`src/rtl/ps2_dir_decoder_if.sv`:
```
`default_nettype none
// ============================================================================
// Module   : ps2_dir_decoder_if
// Brief    : Scan-code input strobe and event-FIFO pop handshake of the decoder.
// Revision : 1.0 - initial release
// ============================================================================
interface ps2_dir_decoder_if #(
    parameter int IW = 2
);
    logic [7:0]  received_data;
    logic        received_data_en;
    logic [IW:0] evt_data;
    logic        evt_valid;
    logic        evt_ready;

    modport master (
        output received_data,
        output received_data_en,
        output evt_ready,
        input  evt_data,
        input  evt_valid
    );

    modport slave (
        input  received_data,
        input  received_data_en,
        input  evt_ready,
        output evt_data,
        output evt_valid
    );
endinterface
`default_nettype wire

```
`src/rtl/ps2_dir_decoder.sv`:
```
`default_nettype none
// ============================================================================
// Module   : ps2_dir_decoder
// Brief    : PS/2 scan-code parser tracking held direction keys, with an
//            event FIFO of key press/release changes and a sticky overflow.
//            Define PS2_DIR_EXT_FILTER_EN to ignore E0-prefixed codes.
// Revision : 1.0 - initial release
// ============================================================================
module ps2_dir_decoder #(
    parameter int                    NUM_KEYS   = 4,
    parameter logic [8*NUM_KEYS-1:0] KEY_CODES  = {8'h7A, 8'h69, 8'h72, 8'h73},
    parameter int                    FIFO_DEPTH = 8
) (
    input  wire logic          CLOCK_50,
    input  wire logic          resetn,
    ps2_dir_decoder_if.slave   bus,
    output logic [NUM_KEYS-1:0] held,
    output logic [3:0]         dir_code,
    input  wire logic          ovf_clr,
    output logic               overflow
);

    localparam int c_iw = (NUM_KEYS > 1) ? $clog2(NUM_KEYS) : 1;
    localparam int c_ew = c_iw + 1;
    localparam int c_pw = $clog2(FIFO_DEPTH);
    localparam logic [c_pw:0] c_depth    = (c_pw + 1)'(FIFO_DEPTH);
    localparam logic [7:0]    c_code_ext = 8'hE0;
    localparam logic [7:0]    c_code_brk = 8'hF0;

    typedef enum logic [1:0] {
        ST_IDLE    = 2'd0,
        ST_BRK     = 2'd1,
        ST_EXT     = 2'd2,
        ST_EXT_BRK = 2'd3
    } state_t;

    state_t              r_state;
    logic [NUM_KEYS-1:0] r_held;
    logic [3:0]          r_dir;
    logic                r_ovf;

    logic [c_ew-1:0]     r_mem [FIFO_DEPTH];
    logic [c_pw-1:0]     r_wr_ptr;
    logic [c_pw-1:0]     r_rd_ptr;
    logic [c_pw:0]       r_count;

    logic                w_is_code;
    logic                w_brk;
    logic                w_match;
    logic [NUM_KEYS-1:0] w_hit;
    logic [c_iw-1:0]     w_idx;
    logic [NUM_KEYS-1:0] w_held_next;
    logic [3:0]          w_dir;
    logic                w_push;
    logic                w_valid;
    logic                w_full;
    logic                w_pop;
    logic                w_wr;
    logic                w_drop;

    // Descending scan so the lowest matching table index is the one kept.
    always_comb begin
        w_is_code = bus.received_data_en &&
                    (bus.received_data != c_code_ext) &&
                    (bus.received_data != c_code_brk);
        w_brk     = (r_state == ST_BRK) || (r_state == ST_EXT_BRK);
        w_match   = 1'b0;
        w_hit     = '0;
        w_idx     = '0;
        for (int i = NUM_KEYS - 1; i >= 0; i--) begin
            if (KEY_CODES[8*i +: 8] == bus.received_data) begin
                w_match  = 1'b1;
                w_hit    = '0;
                w_hit[i] = 1'b1;
                w_idx    = c_iw'(i);
            end
        end
`ifdef PS2_DIR_EXT_FILTER_EN
        if ((r_state == ST_EXT) || (r_state == ST_EXT_BRK)) begin
            w_match = 1'b0;
            w_hit   = '0;
        end
`endif
        w_held_next = r_held;
        if (w_is_code && w_match) begin
            w_held_next = w_brk ? (r_held & ~w_hit) : (r_held | w_hit);
        end
        // Only a real transition is an event; repeats and stray breaks are not.
        w_push = (w_held_next != r_held);
    end

    always_comb begin
        w_dir = '0;
        for (int i = NUM_KEYS - 1; i >= 0; i--) begin
            if (w_held_next[i]) begin
                w_dir = 4'(i + 1);
            end
        end
    end

    always_ff @(posedge CLOCK_50 or negedge resetn) begin
        if (!resetn) begin
            r_state <= ST_IDLE;
            r_held  <= '0;
            r_dir   <= '0;
        end else begin
            r_held <= w_held_next;
            r_dir  <= w_dir;
            if (bus.received_data_en) begin
                if (bus.received_data == c_code_ext) begin
                    r_state <= ST_EXT;
                end else if (bus.received_data == c_code_brk) begin
                    case (r_state)
                        ST_IDLE: r_state <= ST_BRK;
                        ST_EXT:  r_state <= ST_EXT_BRK;
                        default: r_state <= r_state;
                    endcase
                end else begin
                    r_state <= ST_IDLE;
                end
            end
        end
    end

    // When full, a same-cycle pop frees the head slot, which is also the write slot.
    always_comb begin
        w_valid = (r_count != '0);
        w_full  = (r_count == c_depth);
        w_pop   = w_valid && bus.evt_ready;
        w_wr    = w_push && (!w_full || w_pop);
        w_drop  = w_push && w_full && !w_pop;
    end

    always_ff @(posedge CLOCK_50) begin
        if (w_wr) begin
            r_mem[r_wr_ptr] <= {w_brk, w_idx};
        end
    end

    always_ff @(posedge CLOCK_50 or negedge resetn) begin
        if (!resetn) begin
            r_wr_ptr <= '0;
            r_rd_ptr <= '0;
            r_count  <= '0;
            r_ovf    <= 1'b0;
        end else begin
            if (w_wr) begin
                r_wr_ptr <= r_wr_ptr + c_pw'(1);
            end
            if (w_pop) begin
                r_rd_ptr <= r_rd_ptr + c_pw'(1);
            end
            case ({w_wr, w_pop})
                2'b10:   r_count <= r_count + (c_pw + 1)'(1);
                2'b01:   r_count <= r_count - (c_pw + 1)'(1);
                default: r_count <= r_count;
            endcase
            if (w_drop) begin
                r_ovf <= 1'b1;
            end else if (ovf_clr) begin
                r_ovf <= 1'b0;
            end
        end
    end

    assign bus.evt_data  = w_valid ? r_mem[r_rd_ptr] : '0;
    assign bus.evt_valid = w_valid;
    assign held          = r_held;
    assign dir_code      = r_dir;
    assign overflow      = r_ovf;

endmodule
`default_nettype wire

```
`src/flat_wrapper.sv`:
```
// flat-port wrapper written by rule: the top's interface ports become plain ports
module ps2_dir_decoder_flat 
#(
    parameter int                    NUM_KEYS   = 4,
    parameter logic [8*NUM_KEYS-1:0] KEY_CODES  = {8'h7A, 8'h69, 8'h72, 8'h73},
    parameter int                    FIFO_DEPTH = 8
)
  (CLOCK_50, resetn, held, dir_code, ovf_clr, overflow, bus_received_data, bus_received_data_en, bus_evt_ready, bus_evt_data, bus_evt_valid);
  ps2_dir_decoder_if #(.IW(2)) bus_i ();
  input  wire logic CLOCK_50;
  input  wire logic resetn;
  output logic [NUM_KEYS-1:0] held;
  output logic [3:0] dir_code;
  input  wire logic ovf_clr;
  output logic overflow;
  input wire logic [$bits(bus_i.received_data)-1:0] bus_received_data;
  input wire logic [$bits(bus_i.received_data_en)-1:0] bus_received_data_en;
  input wire logic [$bits(bus_i.evt_ready)-1:0] bus_evt_ready;
  output wire logic [$bits(bus_i.evt_data)-1:0] bus_evt_data;
  output wire logic [$bits(bus_i.evt_valid)-1:0] bus_evt_valid;
  assign bus_i.received_data = bus_received_data;
  assign bus_i.received_data_en = bus_received_data_en;
  assign bus_i.evt_ready = bus_evt_ready;
  assign bus_evt_data = bus_i.evt_data;
  assign bus_evt_valid = bus_i.evt_valid;
  ps2_dir_decoder #(.NUM_KEYS(NUM_KEYS), .KEY_CODES(KEY_CODES), .FIFO_DEPTH(FIFO_DEPTH)) u_core (.CLOCK_50(CLOCK_50), .resetn(resetn), .bus(bus_i), .held(held), .dir_code(dir_code), .ovf_clr(ovf_clr), .overflow(overflow));
endmodule
```
`config.mk`:
```
export PLATFORM = sky130hd
export DESIGN_NAME = ps2_dir_decoder_flat
export DESIGN_NICKNAME = d
export VERILOG_FILES = /design/src/rtl/ps2_dir_decoder_if.sv /design/src/rtl/ps2_dir_decoder.sv /design/src/flat_wrapper.sv
export SDC_FILE = /design/constraint.sdc
export NUM_CORES = 1
export LEC_CHECK = 0
export ABC_CLOCK_PERIOD_IN_PS = 3780
export CORE_ASPECT_RATIO = 0.7
export CORE_UTILIZATION = 25
export DETAILED_ROUTE_END_ITERATION = 10
export GPL_ROUTABILITY_DRIVEN = 0
export MAX_ROUTING_LAYER = met4
export PLACE_DENSITY = 0.48
export SLEW_MARGIN = 20
export SYNTH_ARGS = -nofsm -noshare
export SYNTH_HDL_FRONTEND = slang
export SYNTH_SLANG_ARGS = --single-unit
export TNS_END_PERCENT = 5
```
`constraint.sdc`:
```
create_clock -name CLOCK_50 -period 3.78 [get_ports CLOCK_50]
set_input_delay 0.378 -clock CLOCK_50 [delete_from_list [all_inputs] [get_ports CLOCK_50]]
set_output_delay 0.378 -clock CLOCK_50 [all_outputs]
set_load 0.005 [all_outputs]
```
==> impl_metrics.ini <==
[status]
status = finished clean

[hold_path]
hp-class = flip-flop to flip-flop

[detailed_routing]
avgViaCountPerCell = 4.30
ant_nets = 0
routed_wl_um = 3810
drc = 0
drt_iter0_drc = 62
firstDrtPassIters = 4
dr_total_vias = 1192
wl_per_cell_um = 13.7

[clock_tree]
root_buffer = clkbuf_16
hold_buffers = 0
cts.repair.resized = 0
cts_buffer_depth = 2
clk_latency_ns = 0.28
clk_pin_slew_ns = 0.05
cts_setup_buffers = 0
cts_tree = done
clock-sinks = 43
htreeDepth = 2
cts_buffers = 5

[die]
core_area_um2 = 8070
die_x_um = 112
die_y_um = 79.3
start_util_pct = 26.4
io_pins = 26
die-area_um2 = 8920
rows = 27

[critical_path]
crit_arrival_ns = 3.02
startpoint_type = input port
cp_slowest_cell = clkdlybuf4s50_1
crit_buf_inv = 1
worstPathMaxFanout = 7
cp.required_ns = 3.98
crit_chain = clkdlybuf4s50_1 -> nand4b_1 -> o22ai_2 -> o2bb2ai_4 -> nor2_1 -> ha_1 -> a21o_1 -> a21o_1 -> or2_2 -> mux2i_1 -> xor2_1
crit_family = compound AO/OA/AOI/OAI gates
cp_slowest_stage_delay_ns = 0.52
critPathMostFrequentCell = a21o_1
critPathKind = input port to flip-flop
crit_path_end_kind = flip-flop

[flow_run]
drv_cap = 0

[sta]
finalHoldViolCount = 0
skew_ns = 0.00738
fin_setup_tns_ns = 0
tightest_slew_ns = 0.921
min_period_over_period_pct = 74.6
relSlewSlack_pct = 38.4
setup_viol = 0
slew_viol_final = 0
period_needed_ns = 2.82
rsz0062_at_grt = no
max_freq_mhz = 355

[layout]
area_growth_pct = 23.3
num_antenna_cells = 0
drive_gt1_share_pct = 17.6
stdcell_area_um2 = 2630
final_nets = 193

[power_and_ir_drop]
leakagePower_nw = 1.02
irDropWorstVdd_mv = 0.200
clock_power_share_pct = 31.6
p_sw_mw = 0.410
pwr-share-seq_pct = 42.9
total_power_mw = 1.50
swShare_pct = 27.3
p_int_mw = 1.09
combPwrFrac_pct = 25.5
p_per_area_nw_per_um2 = 570

[synth]
muxShareOfSynthArea_pct = 13.2
synth_flop_cell = edfxtp_1
async_flop_share_pct = 44.2
synth_cells = 150
synth_cell_types = 44
synth_edf_count = 24
syn_area_um2 = 2130
synthSimpleGateAreaFrac_pct = 15.0
ys_seq_area_share_pct = 56.0
yosys.area_share.adder_pct = 3.28
synth-seq-cells = 43
yosys_warnings = 0
synth_compound_area_share_pct = 4.51
syn_avg_cell_area_um2 = 14.2
synth_top_family_by_area = simple AND/OR/NAND/NOR gates
yosys.area_share.xor_xnor_pct = 4.10
syn_nets = 168

[global_routing]
grt_max_degree = 20
grt.overflow.total = 0
grt_pass1_vias = 1194
grt_first_pass_wirelength_um = 6400
grt_antenna_before_repair = 0
track_usage_pct = 9.89

[placement]
dpl.hpwl_um = 2890
dpl-instance-area_um2 = 2470
port_buffers = 24
## state kept, by name, summed over array words and instances (netlist names)
name / flops
u_core.held: 4
u_core.r_wr_ptr: 3
u_core.r_state: 1
u_core.overflow: 1
u_core.r_count: 4
u_core.dir_code: 3
u_core.r_rd_ptr: 3
u_core.r_mem: 24
## power groups by stage
stage	logic, mW	registers, mW	clock network (mW)
6_report	0.383	0.643	0.473
5_1_grt	0.427	0.659	0.510
4_1_cts	0.386	0.646	0.485
3_5_place_dp	0.385	0.656	0
3_3_place_gp	0.384	0.655	0
2_1_floorplan	0.296	0.595	0
## cells in the mapped netlist, drive strengths merged (2+ instances only)
library cell | count | share of area, %
edfxtp | 24 | 34
inv | 12 | 2.1
xor2 | 5 | 2.1
o22ai | 4 | 1.5
nor2 | 7 | 1.2
ha | 4 | 2.3
xnor2 | 5 | 2.1
nand2 | 11 | 2.4
buf | 3 | 0.76
nor4 | 3 | 1.6
dfrtp | 19 | 22
nor3 | 3 | 0.70
nand3 | 3 | 0.70
mux4 | 6 | 6.3
nor4b | 5 | 3.5
mux2i | 8 | 3.8
a21o | 3 | 1.1
clkbuf | 2 | 0.35
mux2 | 5 | 3.2
## kinds of logic (layout without fill, tap and decap cells)
family                   after synthesis  count (layout)
buffers and inverters                 18              44
XOR/XNOR                              10              10
AND/OR/NAND/NOR                       44              44
AO/OA/AOI/OAI                         10              10
adder cells (fa/ha/maj)                5               5
multiplexers                          19              19
other                                  1               1
flip-flops                            43              43
## cells in the final DEF (no fill, tap or decap), drive strengths merged, types with 3 or more instances in the layout
cell type / n
a21o: 3
clkbuf: 7
clkdlybuf4s50: 24
dfrtp: 19
edfxtp: 24
ha: 4
inv: 12
mux2: 5
mux2i: 8
mux4: 6
nand2: 11
nand3: 3
nor2: 7
nor3: 3
nor4: 3
nor4b: 5
o22ai: 4
xnor2: 5
xor2: 5
## tightest hold or removal path, delay by kind of cell, from the launching register on
kind            cells  cell delay (ns)
flops               1             0.37
compound gates      1             0.06
buf+inv             1             0.05
## layout make-up
type	count	area (um2)
Fill cell	786	5440
Sequential cell	43	1200
Multi-Input combinational cell	89	861
Timing Repair Buffer	24	240
Clock buffer	7	133
Tap cell	101	126
Inverter	12	45.0
Clock inverter	1	30.0
## worst paths after layout
| check | slack [ns] | from | cells after the start | end |
|---|---|---|---|---|
| setup / recovery | 0.96 | bus_received_data[0] | 11 | u_core.r_count[3] |
| hold / removal | 0.53 | u_core.overflow | 2 | u_core.overflow |
| setup reg to reg | 1.16 | u_core.r_state[0] | 10 | u_core.r_count[3] |
| max in group asynchronous | 2.59 | resetn | 1 | u_core.r_count[3] |
| hold reg to reg | 0.53 | u_core.overflow | 2 | u_core.overflow |
| min in group asynchronous | 0.62 | resetn | 1 | u_core.dir_code[2] |
## through the flow
step	util [%]	cells	hold WS, ns	setup slack [ns]
6_report	32.6	277	0.528	0.959
5_1_grt	32.6	277	0.555	0.780
4_1_cts	32.6	277	0.535	0.945
3_5_place_dp	30.6	269	0.526	0.661
3_3_place_gp	30.6	269	0.524	0.724
2_1_floorplan	-	150	0.0824	1.36
## per-layer routing
metal / track usage (%) / part of all wire (%) / wire length [um]
met5: - / 0 / 0
met4: 3.20 / 0.55 / 21
met3: 2.52 / 3.0 / 114
met2: 12.0 / 37 / 1420
met1: 15.3 / 59 / 2250
Note: power is estimated with default switching activity, not from simulation.
